==> config.mk <==
export PLATFORM = sky130hd
export DESIGN_NAME = cordic_atan2
export DESIGN_NICKNAME = d
export VERILOG_FILES = /design/src/rtl/cordic_atan2.sv
export SDC_FILE = /design/constraint.sdc
export NUM_CORES = 1
export LEC_CHECK = 0
export ABC_AREA = 1
export BUFFER_PORTS_ARGS = -buffer_cell sky130_fd_sc_hd__buf_4
export CORE_MARGIN = 10
export CORE_UTILIZATION = 50
export DETAILED_ROUTE_END_ITERATION = 10
export PLACE_DENSITY_LB_ADDON = 0.08
export SETUP_SLACK_MARGIN = 0.1
export SLEW_MARGIN = 20
export SYNTH_ARGS = -nofsm -noshare
export SYNTH_HDL_FRONTEND = slang
export SYNTH_SLANG_ARGS = --single-unit
==> constraint.sdc <==
create_clock -name clk -period 4.7 [get_ports clk]
set_clock_uncertainty 0.2 [all_clocks]
set_input_delay 0 -clock clk [delete_from_list [all_inputs] [get_ports clk]]
set_output_delay 0 -clock clk [all_outputs]
set_load 0.02 [all_outputs]
==> src/rtl/cordic_atan2.sv <==
// Iterative vectoring-mode CORDIC returning float32 atan2(dataa = y, datab = x) in radians.
// Operands are aligned into a shared Q4.25 frame, rotated onto the x axis, then repacked.
module cordic_atan2 #(
    parameter int unsigned M  = 22,
    parameter int unsigned ZW = 28,
    parameter int unsigned XW = 30
) (
    input  logic        clk,
    input  logic        rst,
    input  logic        clk_en,
    input  logic        start,
    input  logic [31:0] dataa,
    input  logic [31:0] datab,
    output logic        busy,
    output logic        done,
    output logic [31:0] result
);
    localparam logic signed [ZW-1:0] Pi = ZW'(105414357);

    typedef enum logic [2:0] {StIdle, StAlign, StIter, StFixup, StPack} state_e;

    state_e                 state_q;
    logic [31:0]            op_y_q, op_x_q;
    logic signed [XW-1:0]   x_q, y_q;
    logic signed [ZW-1:0]   z_q, theta_q;
    logic [4:0]             i_q;

    // round(atan(2^-i) * 2^25)
    function automatic logic signed [ZW-1:0] atan_tab(input logic [4:0] idx);
        case (idx)
            5'd0:    return ZW'(26353589);
            5'd1:    return ZW'(15557432);
            5'd2:    return ZW'(8220120);
            5'd3:    return ZW'(4172661);
            5'd4:    return ZW'(2094428);
            5'd5:    return ZW'(1048235);
            5'd6:    return ZW'(524245);
            5'd7:    return ZW'(262139);
            5'd8:    return ZW'(131071);
            5'd9:    return ZW'(65536);
            5'd10:   return ZW'(32768);
            5'd11:   return ZW'(16384);
            5'd12:   return ZW'(8192);
            5'd13:   return ZW'(4096);
            5'd14:   return ZW'(2048);
            5'd15:   return ZW'(1024);
            5'd16:   return ZW'(512);
            5'd17:   return ZW'(256);
            5'd18:   return ZW'(128);
            5'd19:   return ZW'(64);
            5'd20:   return ZW'(32);
            5'd21:   return ZW'(16);
            5'd22:   return ZW'(8);
            5'd23:   return ZW'(4);
            default: return '0;
        endcase
    endfunction

    // Alignment of latched operands
    logic [7:0]           exp_y, exp_x, exp_max, sh_y, sh_x;
    logic [XW-1:0]        y_align, x_align;
    logic                 y_zero, x_zero, sx, sy;

    always_comb begin
        exp_y   = op_y_q[30:23];
        exp_x   = op_x_q[30:23];
        sy      = op_y_q[31];
        sx      = op_x_q[31];
        y_zero  = (exp_y == 8'd0);
        x_zero  = (exp_x == 8'd0);
        exp_max = (exp_y > exp_x) ? exp_y : exp_x;
        sh_y    = exp_max - exp_y;
        sh_x    = exp_max - exp_x;
        y_align = (y_zero || sh_y >= 8'd25) ? '0 : (XW'({1'b1, op_y_q[22:0], 2'b00}) >> sh_y);
        x_align = (x_zero || sh_x >= 8'd25) ? '0 : (XW'({1'b1, op_x_q[22:0], 2'b00}) >> sh_x);
    end

    // One CORDIC micro-rotation
    logic signed [XW-1:0] x_sh, y_sh, x_d, y_d;
    logic signed [ZW-1:0] e_i, z_d;

    always_comb begin
        x_sh = x_q >>> i_q;
        y_sh = y_q >>> i_q;
        e_i  = atan_tab(i_q);
        if (!y_q[XW-1]) begin
            x_d = x_q + y_sh;
            y_d = y_q - x_sh;
            z_d = z_q + e_i;
        end else begin
            x_d = x_q - y_sh;
            y_d = y_q + x_sh;
            z_d = z_q - e_i;
        end
    end

    // Quadrant fix-up from the first-quadrant angle
    logic signed [ZW-1:0] a_mag, theta_abs, theta_d;

    always_comb begin
        a_mag     = z_q[ZW-1] ? '0 : z_q;
        theta_abs = sx ? (Pi - a_mag) : a_mag;
        if (y_zero && x_zero) begin
            theta_d = '0;
        end else if (y_zero && sx) begin
            theta_d = Pi;
        end else begin
            theta_d = sy ? -theta_abs : theta_abs;
        end
    end

    // Fixed-point to float32, mantissa truncated
    logic [ZW-1:0] mag;
    logic [7:0]    lead;
    logic [22:0]   mant;
    logic [31:0]   packed_f;

    always_comb begin
        mag  = theta_q[ZW-1] ? ZW'(-theta_q) : ZW'(theta_q);
        lead = 8'd0;
        for (int k = 0; k < ZW; k++) begin
            if (mag[k]) lead = 8'(k);
        end
        mant     = 23'({mag, 23'b0} >> lead);
        packed_f = (mag == '0) ? 32'h0000_0000 : {theta_q[ZW-1], 8'd102 + lead, mant};
    end

    always_ff @(posedge clk) begin
        if (!rst) begin
            state_q <= StIdle;
            busy    <= 1'b0;
            done    <= 1'b0;
            result  <= '0;
            i_q     <= '0;
            op_y_q  <= '0;
            op_x_q  <= '0;
            x_q     <= '0;
            y_q     <= '0;
            z_q     <= '0;
            theta_q <= '0;
        end else if (clk_en) begin
            done <= 1'b0;
            case (state_q)
                StIdle: begin
                    if (start) begin
                        op_y_q  <= dataa;
                        op_x_q  <= datab;
                        busy    <= 1'b1;
                        state_q <= StAlign;
                    end
                end
                StAlign: begin
                    x_q     <= x_align;
                    y_q     <= y_align;
                    z_q     <= '0;
                    i_q     <= '0;
                    state_q <= StIter;
                end
                StIter: begin
                    x_q <= x_d;
                    y_q <= y_d;
                    z_q <= z_d;
                    if (i_q == 5'(M - 1)) begin
                        i_q     <= '0;
                        state_q <= StFixup;
                    end else begin
                        i_q <= i_q + 5'd1;
                    end
                end
                StFixup: begin
                    theta_q <= theta_d;
                    state_q <= StPack;
                end
                StPack: begin
                    result  <= packed_f;
                    done    <= 1'b1;
                    busy    <= 1'b0;
                    state_q <= StIdle;
                end
                default: state_q <= StIdle;
            endcase
        end
    end

endmodule

==> impl_metrics.yaml <==
outcome:
  outcome: "complete, but fails checks"
  violations: "setup timing"
critical_path:
  worstPathRequired_ns: 5.03
  cp_top_family: "simple AND/OR/NAND/NOR gates"
  timing.rr.end: "x_q[28]"
  worstRegToRegCells: 36
  start_kind: "flop"
  worstReg2RegStart: "i_q[0]"
  endpoint_kind: "flop"
  slowest_stage: "dfxtp_4"
  crit_start: "i_q[0]"
  cp_num_cells: 36
  worst_ep_arrival_time_ns: 5.54
  worstPathBufferInverterCount: 9
  regToRegSetupSlack_ns: -0.50
  worstSetupPathType: "reg2reg"
  slowest_delay_ns: 0.39
  crit_path_end: "x_q[28]"
  crit_top_cell: "buf_4"
  crit_fanout: 16
global_routing:
  antenna_found_initial: 1
  grt_pass1_wl_um: 134000
  grt_pass1_vias: 27200
  grt_use_total_pct: 27.9
  grt_max_degree: 82
  overflow: 0
power_and_ir_drop:
  switching_share_pct: 43.8
  p_comb_share_pct: 63.0
  vdd_drop_max_mv: 0.337
  p_leak_nw: 15.5
  power_density_nw_per_um2: 395
  pwr-share-seq_pct: 17.7
  power.switching_mw: 5.77
  power_frac_clock_pct: 19.3
  internal_power_mw: 7.42
floorplanning:
  num_io_pins: 102
  rows: 80
  die_h_um: 241
  die_area_um2: 58100
  coreArea_um2: 48000
  die_w_um: 241
  initial_utilization_pct: 50.9
final_layout:
  area_delta_synth_final_pct: 36.7
  drive_gt1_share_pct: 25.7
  final_nets: 4827
  finish.utilization_pct: 69.5
timing:
  rsz0062_at_grt: "true"
  max_freq_mhz: 192
  finalCritPeriodShare_pct: 111
  fin_ws_ns: -0.504
  worst_pin_slew_ns: 1.10
  hold_viol: 0
  slew_viol_final: 0
  setup_viol: 31
  finalCriticalPeriod_ns: 5.20
  slew-limit-headroom_pct: 26.3
clocking:
  clock_sinks: 247
  cts_made_buffers: 30
  insertion_delay_ns: 0.62
  clock_path_buffers: 3
  root_buffer: "clkbuf_16"
  htree_levels: 1
  clk_pin_slew_ns: 0.06
  cts_tree: "done"
detailed_routing:
  wirelength_um: 87500
  postRouteAntennaNets: 0
  viasPerCell: 5.56
  firstDrtPassIters: 6
  initialDrtViolationCount: 2182
  wl_per_cell_um: 16.6
  vias: 29300
  drc_errors: 0
yosys:
  synth_nets: 4204
  dominantRegCellSynth: "dfxtp_1"
  ys_ff_latch: 247
  async_flop_share_pct: 0
  synth_enable_flop_cells: 0
  netlist_area_um2: 24400
  synth_cell_types: 69
  synthCells: 4007
  seq_area_frac_synth_pct: 20.2
  syn_area_per_cell_um2: 6.10
  ys.warnings.count: 0
place:
  dp_hpwl_um: 62100
  io_buffers: 101
  pre_cts_slack_ns: -0.687
  gp_congestion: 0.976
flow_run:
  cap_violations: 0
min_path:
  hold_class: "in2reg"
[worst min-delay path by stage]
stage                          from         end  slack, ns  cells after the start
after floorplan           datab[15]  op_x_q[15]     -0.007                      2
after global placement    dataa[15]  op_y_q[15]       0.08                      3
after detailed placement  dataa[14]  op_y_q[14]       0.09                      3
after CTS                 datab[16]  op_x_q[16]      0.002                      4
after global routing      dataa[30]  op_y_q[30]       0.04                      4
final                     dataa[18]  op_y_q[18]       0.02                      4
[state kept, by name, summed over array words and instances, names as in the netlist]
name and cells:
op_x_q 32, i_q 5, e_i 25, done 1, state_q 3, op_y_q 32, z_q 28, result 32
x_q 30, theta_q 28, busy 1, y_q 30
[worst register-to-register path, delay by kind of cell (launching register included)]
kind	cells	cell delay (ns)
flip-flops	1	0.39
buffers and inverters	9	1.12
XOR/XNOR	2	0.28
multiplexers	2	0.43
adder cells (fa/ha/maj)	1	0.36
AO/OA/AOI/OAI	5	0.54
AND/OR/NAND/NOR	17	1.81
[final cells by class]
| type | instances | area [um^2] |
|---|---|---|
| inverters | 455 | 1740 |
| flip-flops and latches | 247 | 4960 |
| repair inverters | 2 | 25.0 |
| clock buffers | 35 | 810 |
| clock inverters | 21 | 264 |
| well taps | 615 | 769 |
| fillers | 4189 | 14600 |
| repair buffers | 794 | 6480 |
| diodes | 1 | 2.50 |
| multi-input cells | 3100 | 18400 |
[power by group through the flow]
| stage | Clock [mW] | Combinational (mW) | Sequential, mW |
|---|---|---|---|
| after global placement | 0 | 6.47 | 2.37 |
| after floorplan | 0 | 4.05 | 2.34 |
| after global routing | 2.66 | 9.04 | 2.35 |
| after detailed placement | 0 | 6.51 | 2.37 |
| after CTS | 2.58 | 7.24 | 2.32 |
| final | 2.55 | 8.31 | 2.34 |
[layout by cell type (no fill, tap or decap), types with 11 or more instances in the layout]
cell type      Yosys  routed
nand2_1          946     894
buf_4             13     673
inv_1            433     416
a21oi_1          402     362
o21ai_0          372     271
nand3_1          271     259
nor2_1           266     249
dfxtp_1          247     236
xor2_1           114     112
ha_1             124     109
o21ai_1           77      96
o21ai_2            8      83
dlygate4sd3_1      0      76
o211ai_1          72      72
nand2_2            9      57
a31oi_1           48      45
xnor2_1           48      44
a21oi_2            0      38
or2_2             38      35
mux2i_1           46      34
nor3_1            35      31
clkbuf_16          0      30
buf_6             10      26
inv_2             15      25
nand4_1           25      25
nor3_2            14      16
nand3_2            5      16
buf_12             0      15
nor2_2             6      14
o21a_1            13      13
nor2_4             4      13
ha_4               0      13
o31ai_1           15      12
mux2i_2            0      11
nand3b_1          11      11
o21bai_1          11      11
[through the flow]
stage	hold slack [ns]	std cells	total power [mW]	cell area [um^2]	TNS (ns)
global route	0.0383	5270	14.0	33400	-22.43
CTS	0.00216	5228	12.1	32100	-3.77
finish	0.0225	5270	13.2	33400	-8.08
floorplan	-0.00674	4007	6.39	24500	0
detailed placement	0.0867	5035	8.88	29200	-16.02
global placement	0.0797	5035	8.84	29200	-13.54
[metal layers]
layer  share of wire, %  up-vias  GRT usage, %
met2                 49      919          49.8
met3                5.1      257          3.23
li1                   -    14700             -
met4                4.8        0          11.1
met1                 41    13400          33.5
met5                  0        -             0
[logic make-up (layout without fill, tap and decap cells)]
group | after synthesis | in the layout | synth area share (%)
other | 0 | 1 | 0
AND/OR/NAND/NOR | 1658 | 1658 | 29.1
flip-flops | 247 | 247 | 20.2
XOR/XNOR | 162 | 162 | 5.81
buffers and inverters | 660 | 1307 | 10.9
multiplexers | 46 | 46 | 1.88
AO/OA/AOI/OAI | 1105 | 1105 | 25.3
adder cells (fa/ha/maj) | 129 | 129 | 6.76
[timing repair]
action | in CTS | in global routing
resized for setup | 230 | 250
gates cloned | 3 | 0
pin swaps | 83 | 126
endpoints found under the hold margin | 156 | 0
setup buffers | 61 | 43
hold buffers | 76 | 0
endpoints found under the setup margin | 60 | 86
[cells in the mapped netlist (5+ instances only)]
master    number  area, um^2
nor3_1        35         175
o21ai_1       77         385
nand2_2        9        56.3
o221ai_1       7        61.3
clkinv_1       5        18.8
nor4_1         7        43.8
nand3_2        5        50.1
o21bai_1      11        82.6
nand4_1       25         156
o21ai_2        8        70.1
nor3_2        14         140
fa_1           5         100
o211ai_1      72         541
dfxtp_1      247        4940
inv_2         15        56.3
ha_1         124        1550
o22ai_1       26         163
o21a_1        13        97.6
o31ai_1       15         113
xnor2_1       48         420
buf_1         14        52.6
o21ai_0      372        1860
and2_1         5        31.3
a21oi_1      402        2010
or2_2         38         238
nand3_1      271        1360
mux2i_1       46         460
nand2_1      946        3550
nand3b_1      11        82.6
clkbuf_1     123         462
buf_2         45         225
nor2_1       266         998
a41oi_1        7        61.3
buf_6         10         113
a221oi_1       7        61.3
nor2_2         6        37.5
inv_1        433        1630
xor2_1       114         998
buf_4         13        97.6
a211oi_1       8        60.1
a31oi_1       48         300
(Power assumes the default switching activity.)
